==> src/rtl/commu_tx.sv <==
`default_nettype none
// ============================================================================
// Module   : commu_tx
// Brief    : Transmit-side responder for the head/push/tail sequencer
//            handshake. Serializes header, payload (read from the slot
//            buffer) and tail sections onto a valid/ready byte stream and
//            pulses done_* once each section has been fully accepted.
// Revision : 1.0  initial release
// ============================================================================
module commu_tx #(
  parameter int unsigned PAY_LEN = 16,
  parameter logic [7:0]  SYNC0   = 8'hEB,
  parameter logic [7:0]  SYNC1   = 8'h90,
  parameter logic [7:0]  EOF_B   = 8'h0D
) (
  input  logic       clk_sys,
  input  logic       rst_n,
  input  logic       fire_head,
  input  logic       fire_push,
  input  logic       fire_tail,
  output logic       done_head,
  output logic       done_push,
  output logic       done_tail,
  output logic       buf_rd_en,
  output logic [7:0] buf_rd_addr,
  input  logic [7:0] buf_rd_data,
  output logic [7:0] tx_data,
  output logic       tx_vld,
  input  logic       tx_rdy,
  output logic [7:0] seq_num
);

  // Length byte sent in the header and index of the final payload byte.
  localparam logic [7:0] c_PAY_LEN  = 8'(PAY_LEN);
  localparam logic [7:0] c_PAY_LAST = 8'(PAY_LEN - 1);
  localparam logic [7:0] c_HEAD_LAST = 8'd3;
  localparam logic [7:0] c_TAIL_LAST = 8'd1;

  typedef enum logic [3:0] {
    S_IDLE    = 4'd0,
    S_HEAD    = 4'd1,
    S_PUSH_RD = 4'd2,
    S_PUSH_WT = 4'd3,
    S_PUSH_TX = 4'd4,
    S_TAIL    = 4'd5,
    S_DONE_H  = 4'd6,
    S_DONE_P  = 4'd7,
    S_DONE_T  = 4'd8
  } state_t;

  // Registered state and datapath.
  state_t     r_state;
  logic [7:0] r_idx;      // byte index within the current section
  logic [7:0] r_csum;     // running sum of header + payload bytes
  logic [7:0] r_tx_byte;  // payload byte captured from the slot buffer
  logic [7:0] r_seq;      // frame sequence number

  // Next-state values computed by the combinational process.
  state_t     w_state_nxt;
  logic [7:0] w_idx_nxt;
  logic [7:0] w_csum_nxt;
  logic [7:0] w_tx_byte_nxt;
  logic [7:0] w_seq_nxt;

  // State and datapath registers; reset aborts any section in flight.
  always_ff @(posedge clk_sys or negedge rst_n) begin
    if (!rst_n) begin
      r_state   <= S_IDLE;
      r_idx     <= 8'd0;
      r_csum    <= 8'd0;
      r_tx_byte <= 8'd0;
      r_seq     <= 8'd0;
    end else begin
      r_state   <= w_state_nxt;
      r_idx     <= w_idx_nxt;
      r_csum    <= w_csum_nxt;
      r_tx_byte <= w_tx_byte_nxt;
      r_seq     <= w_seq_nxt;
    end
  end

  assign seq_num = r_seq;

  // Next-state logic and state-decoded outputs. tx_vld depends only on the
  // state, so tx_rdy never reaches tx_vld combinationally.
  always_comb begin
    w_state_nxt   = r_state;
    w_idx_nxt     = r_idx;
    w_csum_nxt    = r_csum;
    w_tx_byte_nxt = r_tx_byte;
    w_seq_nxt     = r_seq;
    done_head     = 1'b0;
    done_push     = 1'b0;
    done_tail     = 1'b0;
    buf_rd_en     = 1'b0;
    buf_rd_addr   = 8'd0;
    tx_data       = 8'd0;
    tx_vld        = 1'b0;

    case (r_state)
      S_IDLE: begin
        // Head wins over push, push over tail when pulses coincide.
        if (fire_head) begin
          w_state_nxt = S_HEAD;
          w_idx_nxt   = 8'd0;
          w_csum_nxt  = 8'd0;
        end else if (fire_push) begin
          w_state_nxt = S_PUSH_RD;
          w_idx_nxt   = 8'd0;
        end else if (fire_tail) begin
          w_state_nxt = S_TAIL;
          w_idx_nxt   = 8'd0;
        end
      end

      S_HEAD: begin
        tx_vld = 1'b1;
        case (r_idx)
          8'd0:    tx_data = SYNC0;
          8'd1:    tx_data = SYNC1;
          8'd2:    tx_data = r_seq;
          default: tx_data = c_PAY_LEN;
        endcase
        if (tx_rdy) begin
          w_csum_nxt = r_csum + tx_data;
          if (r_idx == c_HEAD_LAST) begin
            w_state_nxt = S_DONE_H;
          end else begin
            w_idx_nxt = r_idx + 8'd1;
          end
        end
      end

      S_PUSH_RD: begin
        buf_rd_en   = 1'b1;
        buf_rd_addr = r_idx;
        w_state_nxt = S_PUSH_WT;
      end

      S_PUSH_WT: begin
        // Slot buffer returns data one cycle after the read strobe.
        w_tx_byte_nxt = buf_rd_data;
        w_state_nxt   = S_PUSH_TX;
      end

      S_PUSH_TX: begin
        tx_vld  = 1'b1;
        tx_data = r_tx_byte;
        if (tx_rdy) begin
          w_csum_nxt = r_csum + r_tx_byte;
          if (r_idx == c_PAY_LAST) begin
            w_state_nxt = S_DONE_P;
          end else begin
            w_idx_nxt   = r_idx + 8'd1;
            w_state_nxt = S_PUSH_RD;
          end
        end
      end

      S_TAIL: begin
        tx_vld  = 1'b1;
        tx_data = (r_idx == 8'd0) ? r_csum : EOF_B;
        if (tx_rdy) begin
          if (r_idx == c_TAIL_LAST) begin
            w_state_nxt = S_DONE_T;
          end else begin
            w_idx_nxt = r_idx + 8'd1;
          end
        end
      end

      S_DONE_H: begin
        done_head   = 1'b1;
        w_state_nxt = S_IDLE;
      end

      S_DONE_P: begin
        done_push   = 1'b1;
        w_state_nxt = S_IDLE;
      end

      S_DONE_T: begin
        // Frame closed: advance the sequence number (wraps naturally).
        done_tail   = 1'b1;
        w_seq_nxt   = r_seq + 8'd1;
        w_state_nxt = S_IDLE;
      end

      default: begin
        w_state_nxt = S_IDLE;
      end
    endcase
  end

endmodule
`default_nettype wire

==> config.mk <==
export PLATFORM = sky130hd
export DESIGN_NAME = commu_tx
export DESIGN_NICKNAME = d
export VERILOG_FILES = /design/src/rtl/commu_tx.sv
export SDC_FILE = /design/constraint.sdc
export NUM_CORES = 1
export LEC_CHECK = 0
export ABC_CLOCK_PERIOD_IN_PS = 4200
export CAP_MARGIN = 40
export CORE_ASPECT_RATIO = 0.6
export CORE_UTILIZATION = 54
export DETAILED_ROUTE_END_ITERATION = 16
export PLACE_DENSITY_LB_ADDON = 0.12
export SYNTH_ARGS = -nofsm -noshare
export SYNTH_HDL_FRONTEND = slang
export SYNTH_SLANG_ARGS = --single-unit
==> constraint.sdc <==
create_clock -name clk_sys -period 4.2 [get_ports clk_sys]
set_input_delay 0.63 -clock clk_sys [delete_from_list [all_inputs] [get_ports clk_sys]]
set_output_delay 0.63 -clock clk_sys [all_outputs]
set_load 0.03 [all_outputs]
; Word-level counts from Yosys, hierarchy flattened
; Index checks and enable logic that the tools add are counted.
[classes]
n_mux = 34
n_reduce_logical = 8
n_addsub = 4
n_eq_ne = 22
[ops]
columns = cell, count
row1 = 8-bit 2-to-1 mux, 15
row2 = 8-bit case mux with 3 select lines, 3
row3 = 4-bit 2-to-1 mux, 8
row4 = 8-bit case mux with 4 select lines, 1
row5 = 4-bit case mux with 6 select lines, 1
row6 = 2-bit != test (second input constant), 9
row7 = 8-bit by 1-bit adder with 8-bit output (second input constant), 2
row8 = 8-bit adder, 2
row9 = 4-bit by 3-bit == test with 1-bit output (second input constant), 4
row10 = 8-bit by 2-bit == test with 1-bit output (second input constant), 2
row11 = 4-bit by 2-bit == test with 1-bit output (second input constant), 2
row12 = 8-bit by 1-bit == test with 1-bit output (second input constant), 1
row13 = 8-bit by 4-bit == test with 1-bit output (second input constant), 1
row14 = 8-bit zero test, 1
row15 = 8-bit AND reduction, 1
row16 = 6-bit AND reduction, 1
row17 = 1-bit 2-to-1 mux, 5
row18 = 4-bit by 1-bit == test with 1-bit output (second input constant), 1
row19 = 4-bit == test (second input constant), 1
row20 = 4-bit zero test, 1
row21 = 4-bit != test (second input constant), 1
row22 = 4-bit AND reduction, 1
row23 = 4-bit nonzero test, 1
row24 = 3-bit 2-to-1 mux, 1
row25 = other kinds (2), 2
[word_totals]
inputBits = 14
out_inout_bits = 29
reg_bits = 36
wordCells = 73

; Longest topological paths before layout
; Gate-level depths: netlist of the first run.
[logic_depth]
depth_word = 6
depth_mapped = 13
ltp_nobuf = 12

; Worst setup path after synthesis of the first run
; OpenSTA, ideal clock, no wires.
[synth_timing]
path_type = flip-flop to flip-flop
startpoint = register r_idx[6]
endpoint = register r_csum[6]
path_stages_with_launch = 13
n_path_buf = 0
setup_ns = 0.122
path_slack_ns = 1.290
t_arrival_ns = 2.788
t_required_ns = 4.078
synth_period_minus_slack_ns = 2.910
cell_sequence = dfrtp_1 nor4_4 nand2_4 or2_2 o21ai_0 ha_1 inv_1 fa_1 nor2b_1 o21ai_0 a21oi_1 o21ai_0 a32o_1
[synth_via]
elab_chain_len = 6
elab_cells_between_ends = 8
cone_classes = 1 x add/sub / 2 x eq/ne / 4 x mux / 1 x reduce/logical
[synth_rtl]
columns = element, line_no
row1 = "start, declared", 53  ; logic [7:0] r_idx;
row2 = "start signal, assigned", 75  ; r_idx <= w_idx_nxt;
row3 = "8-bit by 2-bit == test with 1-bit output, or another cell as far along", 118  ; case (r_idx)
row4 = 8-bit case mux with 3 select lines *, 118
row5 = 8-bit 2-to-1 mux *, 100  ; case (r_state)
row6 = 8-bit adder *, 125  ; w_csum_nxt = r_csum + tx_data;
row7 = 8-bit 2-to-1 mux *, 124  ; if (tx_rdy) begin
row8 = 8-bit case mux with 3 select lines *, 100
row9 = "end signal, assigned", 76  ; r_csum <= w_csum_nxt;
row10 = "end, declared", 54  ; logic [7:0] r_csum;
; Every way passes the cells marked *; elsewhere a longest branch is shown, timed or not. The select of a mux whose other input is x is not followed.
; A chain may end at the register's enable or synchronous reset.

; Worst setup path in the final report of the first run
[layout_timing]
startpoint = register r_state[2]
endpoint = output tx_data[7]
[layout_via]
elab_chain_len = 2
elab_cells_between_ends = 4
cone_classes = 3 x eq/ne / 1 x mux
[layout_rtl]
columns = element, line_no
row1 = "start, declared", 52  ; state_t r_state;
row2 = "start signal, assigned", 74  ; r_state <= w_state_nxt;
row3 = 4-bit by 3-bit == test with 1-bit output or 4-bit by 1-bit == test with 1-bit output (tied branches), 100
row4 = 8-bit case mux with 3 select lines *, 100
row5 = "end, declared", 27  ; output logic [7:0] tx_data,
; Every way passes the cells marked *; elsewhere a longest branch is shown, timed or not.

==> key figures, run 1 <==
Timing
  – RSZ-0062 raised after global routing: false
  – Rel. slew slack: 42.8%
  – Slew Limit Fails: 0
  – Hold Slack: 511 ps
  – Final-report hold violation count: 0
  – Fin crit share: 88.0%
  – Crit path time final: 3690 ps
  – Fin worst setup slack: 506 ps
  – Setup TNS: 0 ps
  – Skew final: 4.66 ps
  – F_max: 271 MHz
  – Worst-Margin Slew: 855 ps
  – Setup violations, final: 0

Final layout
  – Finished layout cell area: 0.00309 mm2
  – Fill cell count: 325
  – Ratio of cells with drive above 1 in the final layout: 10.9%
  – Synth-to-Final Area Change: 21.8%
  – Antenna Cells: 0
  – # nets final: 339

Global routing
  – Largest net degree at the start of global routing: 37
  – Total grt overflow: 0
  – Total track usage: 27.8%
  – Initial antenna violation count: 0
  – First-pass GRT wire length: 10300 um
  – Number of global-route vias before repair: 1949
  – Global Route met3 Usage: 7.38%
  – Grt peak-use layer: met1
  – GR Util met1: 44.2%
  – Met2 Track Usage GR: 36.4%

Pwr
  – Net Switching: 1.12 mW
  – Clk pwr share: 13.1%
  – Comb pwr share: 60.5%
  – Peak VDD IR: 0.351 mV
  – Switching Share: 48.1%
  – Internal Power: 1.21 mW
  – Final Power: 2.34 mW
  – Leakage power: 1.31 nW
  – Pwr/cell area: 755 mW/mm2
  – Reg power frac: 26.4%

CTS
  – CTS tree: built
  – Number of H-tree levels: 2
  – Maximum root-to-sink buffer count: 2
  – Clk sinks: 36
  – CTS buffer count: 5
  – Setup Fix Bufs, Post-CTS: 0
  – Skew-Pair Late Insertion Delay: 290 ps
  – Hold_buf cts: 0
  – Clk Tree Root Cell: clkbuf_8
  – Clock-pin slew on the worst setup and hold paths: 80 ps
  – PostCTS Resize Cnt: 0

Yosys
  – Post-synthesis instance total: 273
  – Dominant cell type by area after synthesis: dfrtp_1
  – Register bit count reported by yosys: 36
  – Mapped cell area: 0.00254 mm2
  – Top FF cell, synth: dfrtp_1
  – Seq/Total Area, Yosys: 35.5%
  – Most frequent cell after synthesis: dfrtp_1
  – Mapped Nets: 300
  – Synth area leaders: dfrtp_1 (35%), ha_1 (5.9%), nand2_1 (3.8%)
  – Post-synth EDFFs: 0
  – Yosys cell types: 60
  – Post-synth top area share: 35.5%
  – Most frequent cells after synthesis: dfrtp_1 (36), nand2_1 (26), nor2_1 (22)
  – Syn_area_per_cell: 9.31 um2
  – Post-synth ARST share: 100%
  – Synthesis Warnings: 0

Detailed routing
  – DRT Wirelength: 6500 um
  – Residual DRC: 0
  – Via count: 2250
  – Post-route ant nets: 0
  – Drt wl/cell: 17.4 um
  – First-pass DRT Iterations: 5
  – Vias/cell: 6.03
  – Initial drt markers: 288

Critical path
  – Worst endpoint required time: 3570 ps
  – Crit path kind: flop to primary output
  – Startpoint Class: flop
  – Worst EP arrival: 3060 ps
  – CP endpoint kind: primary output
  – Worst-path fanout max: 20

Outcome
  – Status: finished, final reports clean

Floorplan
  – I/O Pins: 43
  – # rows: 18
  – Die X: 90.6 um
  – CORE AREA: 0.00430 mm2
  – Initial core utilization: 59.1%
  – Die Ht: 55.1 um
  – Die area: 0.00499 mm2

Placed design
  – Post-DP HPWL: 4940 um
  – Port Buffers: 42
  – Area after DPL: 0.00298 mm2
  – Place WS: 599 ps
  – Final Wtd Congestion: 0.919

Job
  – # Max-Cap Violations: 0

Hold path
  – Min-delay worst type: flop to flop
[cell usage in the layout (no fill, tap or decap), types with 4 or more instances in the layout]
cell | netlist | layout
clkdlybuf4s50_1 | 0 | 42
dfrtp_1 | 36 | 36
nand2_1 | 26 | 26
nor2_1 | 22 | 22
o21ai_0 | 18 | 18
nand3_1 | 13 | 13
inv_1 | 12 | 12
ha_1 | 12 | 12
a21oi_1 | 8 | 8
nor3_1 | 8 | 8
and2_1 | 8 | 8
mux2_2 | 8 | 8
xnor2_1 | 7 | 7
and3_1 | 5 | 5
xor2_1 | 5 | 5
o31ai_2 | 5 | 5
clkbuf_8 | 0 | 5
o31ai_1 | 4 | 4
a221o_1 | 4 | 4
mux2i_1 | 4 | 4
[worst max-delay path, stage by stage, from the launching register on]
cell,delay (ps)
dfrtp_1,790
nor4b_4,820
nand2_1,240
o211ai_1,190
clkdlybuf4s50_1,720
[power by group through the flow]
stage	logic (mW)	clock network (mW)	registers, mW
2_1_floorplan	1.07	0	0.536
3_3_place_gp	1.35	0	0.611
3_5_place_dp	1.38	0	0.613
4_1_cts	1.39	0.307	0.609
5_1_grt	1.53	0.327	0.633
6_report	1.41	0.305	0.616
[area by class of cell]
cell class | instances | area, um2 | share of cell area [%]
Inverter | 12 | 45.0 | 1.46
Tap cell | 60 | 75.1 | 2.43
Clock inverter | 3 | 42.5 | 1.37
Timing Repair Buffer | 44 | 435 | 14.1
Multi-Input combinational cell | 213 | 1530 | 49.3
Clock buffer | 5 | 68.8 | 2.22
Sequential cell | 36 | 901 | 29.1
[flip-flops by register name (all words and copies together), names as in the netlist]
signal,cells
r_state,4
seq_num,8
r_idx,8
r_tx_byte,8
r_csum,8
[stage by stage]
step / cells / util (%)
detailed placement: 365 / 69.3
global route: 373 / 71.9
finish: 373 / 71.9
global placement: 365 / 69.3
floorplan: 273 / -
CTS: 373 / 71.9
[worst paths after layout]
kind	startpoint	to	slack, ps	cells after the start
hold reg to reg	r_tx_byte[3]	r_tx_byte[3]	510	1
max in group asynchronous	rst_n	r_tx_byte[0]	3120	2
setup / recovery	r_state[2]	tx_data[7]	510	4
hold / removal	r_tx_byte[3]	r_tx_byte[3]	510	1
min in group asynchronous	rst_n	r_idx[5]	760	2
setup reg to reg	r_state[2]	r_csum[7]	540	9
[routing by layer]
| layer | routed length [um] | share of wire [%] |
|---|---|---|
| met1 | 3420 | 53 |
| met2 | 2480 | 38 |
| met3 | 532 | 8.2 |
| met4 | 72 | 1.1 |
| met5 | 0 | 0 |
[kinds of logic (layout without fill, tap and decap cells)]
| family | count (synthesis) | count (layout) | share of synthesized area (%) |
|---|---|---|---|
| xor+xnor | 12 | 12 | 4.14 |
| simple gates | 110 | 110 | 24.4 |
| fa+ha+maj | 13 | 13 | 6.70 |
| flops | 36 | 36 | 35.5 |
| mux | 14 | 14 | 6.01 |
| buf+inv | 24 | 64 | 4.48 |
| compound gates | 64 | 64 | 18.9 |
No activity file was read; power rests on OpenSTA's default activity.
==> run 2: changes to the inputs <==
--- a/config.mk
+++ b/config.mk
@@ -7,8 +7,8 @@
 export LEC_CHECK = 0
 export ABC_CLOCK_PERIOD_IN_PS = 4200
 export CAP_MARGIN = 40
-export CORE_ASPECT_RATIO = 0.6
-export CORE_UTILIZATION = 54
+export CORE_ASPECT_RATIO = 0.7
+export CORE_UTILIZATION = 42
 export DETAILED_ROUTE_END_ITERATION = 16
 export PLACE_DENSITY_LB_ADDON = 0.12
 export SYNTH_ARGS = -nofsm -noshare
==> key figures, run 2 (same netlist as run 1, synthesis figures left out) <==
Floorplan
  – Die Ht: 67.1 um
  – Die X: 95.0 um
  – CORE AREA: 0.00578 mm2
  – Initial core utilization: 43.9%
  – # rows: 23
  – I/O Pins: 43
  – Die area: 0.00637 mm2

CTS
  – Maximum root-to-sink buffer count: 2
  – Clk sinks: 36
  – PostCTS Resize Cnt: 0
  – Hold_buf cts: 0
  – CTS buffer count: 5
  – Clk Tree Root Cell: clkbuf_8
  – Number of H-tree levels: 2
  – Skew-Pair Late Insertion Delay: 290 ps
  – Setup Fix Bufs, Post-CTS: 0
  – CTS tree: built
  – Clock-pin slew on the worst setup and hold paths: 80 ps

Detailed routing
  – Via count: 2194
  – Post-route ant nets: 0
  – Initial drt markers: 137
  – Drt wl/cell: 16.5 um
  – Vias/cell: 5.64
  – Residual DRC: 0
  – First-pass DRT Iterations: 4
  – DRT Wirelength: 6410 um

Timing
  – Slew Limit Fails: 0
  – Crit path time final: 3510 ps
  – Setup violations, final: 0
  – Fin crit share: 83.6%
  – Worst-Margin Slew: 750 ps
  – F_max: 285 MHz
  – Final-report hold violation count: 0
  – Fin worst setup slack: 689 ps
  – RSZ-0062 raised after global routing: false
  – Rel. slew slack: 49.7%
  – Setup TNS: 0 ps
  – Skew final: 6.50 ps

Global routing
  – Number of global-route vias before repair: 2017
  – Total grt overflow: 0
  – Initial antenna violation count: 0
  – First-pass GRT wire length: 10400 um
  – Total track usage: 22.0%
  – Largest net degree at the start of global routing: 20

Pwr
  – Internal Power: 1.21 mW
  – Pwr/cell area: 737 mW/mm2
  – Switching Share: 47.4%
  – Net Switching: 1.09 mW
  – Peak VDD IR: 0.223 mV
  – Clk pwr share: 13.5%
  – Reg power frac: 25.9%
  – Comb pwr share: 60.6%
  – Leakage power: 1.32 nW

Critical path
  – Worst setup path endpoint: tx_data[7]
  – Worst-path fanout max: 19
  – CP endpoint kind: primary output
  – Worst r2r dst: r_csum[7]
  – Reg-to-reg setup timing slack: 850 ps
  – FF-to-FF path depth: 10
  – Worst endpoint required time: 3570 ps
  – Crit path kind: flop to primary output
  – Slowest cell on crit path: dfrtp_1
  – Worst EP arrival: 2880 ps
  – Startpoint Class: flop
  – RR Startpoint: r_state[0]
  – Critical path origin: r_state[0]
  – Crit path cell chain: or3b_2 > nor2_1 > nand2_1 > o211ai_1 > clkdlybuf4s50_1
  – Max incr delay on CP: 730 ps

Final layout
  – # nets final: 340
  – Ratio of cells with drive above 1 in the final layout: 11.1%
  – Most frequent cells in the layout: clkdlybuf4s50_1 (41), dfrtp_1 (36), nand2_1 (26)
  – Synth-to-Final Area Change: 23.2%
  – Most common cell after layout, fill and taps aside: clkdlybuf4s50_1
  – Core Util, Final: 54.1%
  – Antenna Cells: 0

Placed design
  – Post-DP HPWL: 4900 um
  – Final Wtd Congestion: 0.841
  – Port Buffers: 42
  – Place WS: 879 ps

Job
  – # Max-Cap Violations: 0

Hold path
  – Min-delay worst type: input port to async pin

Outcome
  – Status: finished, final reports clean
run 2: cell types whose count changed in the layout (fill, tap and decap cells not counted), sizes merged:
cell / delta
buf: +2
clkbuf: +1
clkdlybuf4s50: -1
clkinvlp: -1
run 2: power groups by stage:
stage	registers (mW)	clock network (mW)	logic (mW)
after global placement	0.599	0	1.38
after global routing	0.620	0.331	1.55
after floorplan	0.536	0	1.07
after CTS	0.597	0.319	1.39
final	0.599	0.311	1.40
after detailed placement	0.601	0	1.39
run 2: how the worst min path moves through the flow:
stage | start | end | cells past startpoint
2_1_floorplan | rst_n | r_csum[0] | 0
3_3_place_gp | r_tx_byte[7] | r_tx_byte[7] | 1
3_5_place_dp | r_tx_byte[0] | r_tx_byte[0] | 1
4_1_cts | rst_n | r_csum[3] | 1
5_1_grt | rst_n | r_csum[3] | 1
6_report | rst_n | r_csum[3] | 1
run 2: final cells by class:
type	instances	area, um2
tap	75	93.8
fill	526	2650
timing repair buffer	45	458
multi-input combinational	213	1530
clock buffer	6	72.6
inverter	12	45.0
sequential	36	901
clock inverter	2	35.0
run 2: metal layers:
metal  track usage (%)  wire length, um
met5                 0                0
met4              4.92               42
met3              4.11              344
met2              29.7             2560
met1              34.7             3460
run 2: worst max-delay path: cells and delay by family (launching register included):
| kind | cells | cell delay, ps |
|---|---|---|
| and+or+nand+nor | 3 | 1010 |
| DFF | 1 | 730 |
| buffers and inverters | 1 | 710 |
| AOI/OAI and AO/OA | 1 | 130 |
run 2: through the flow:
stage / cell area [um2] / total power, mW / instances / hold slack [ps]
3_3_place_gp: 3000 / 1.98 / 380 / 492
2_1_floorplan: 2540 / 1.61 / 273 / 334
3_5_place_dp: 3020 / 1.99 / 381 / 496
4_1_cts: 3130 / 2.31 / 389 / 294
5_1_grt: 3130 / 2.50 / 389 / 315
6_report: 3130 / 2.31 / 389 / 281
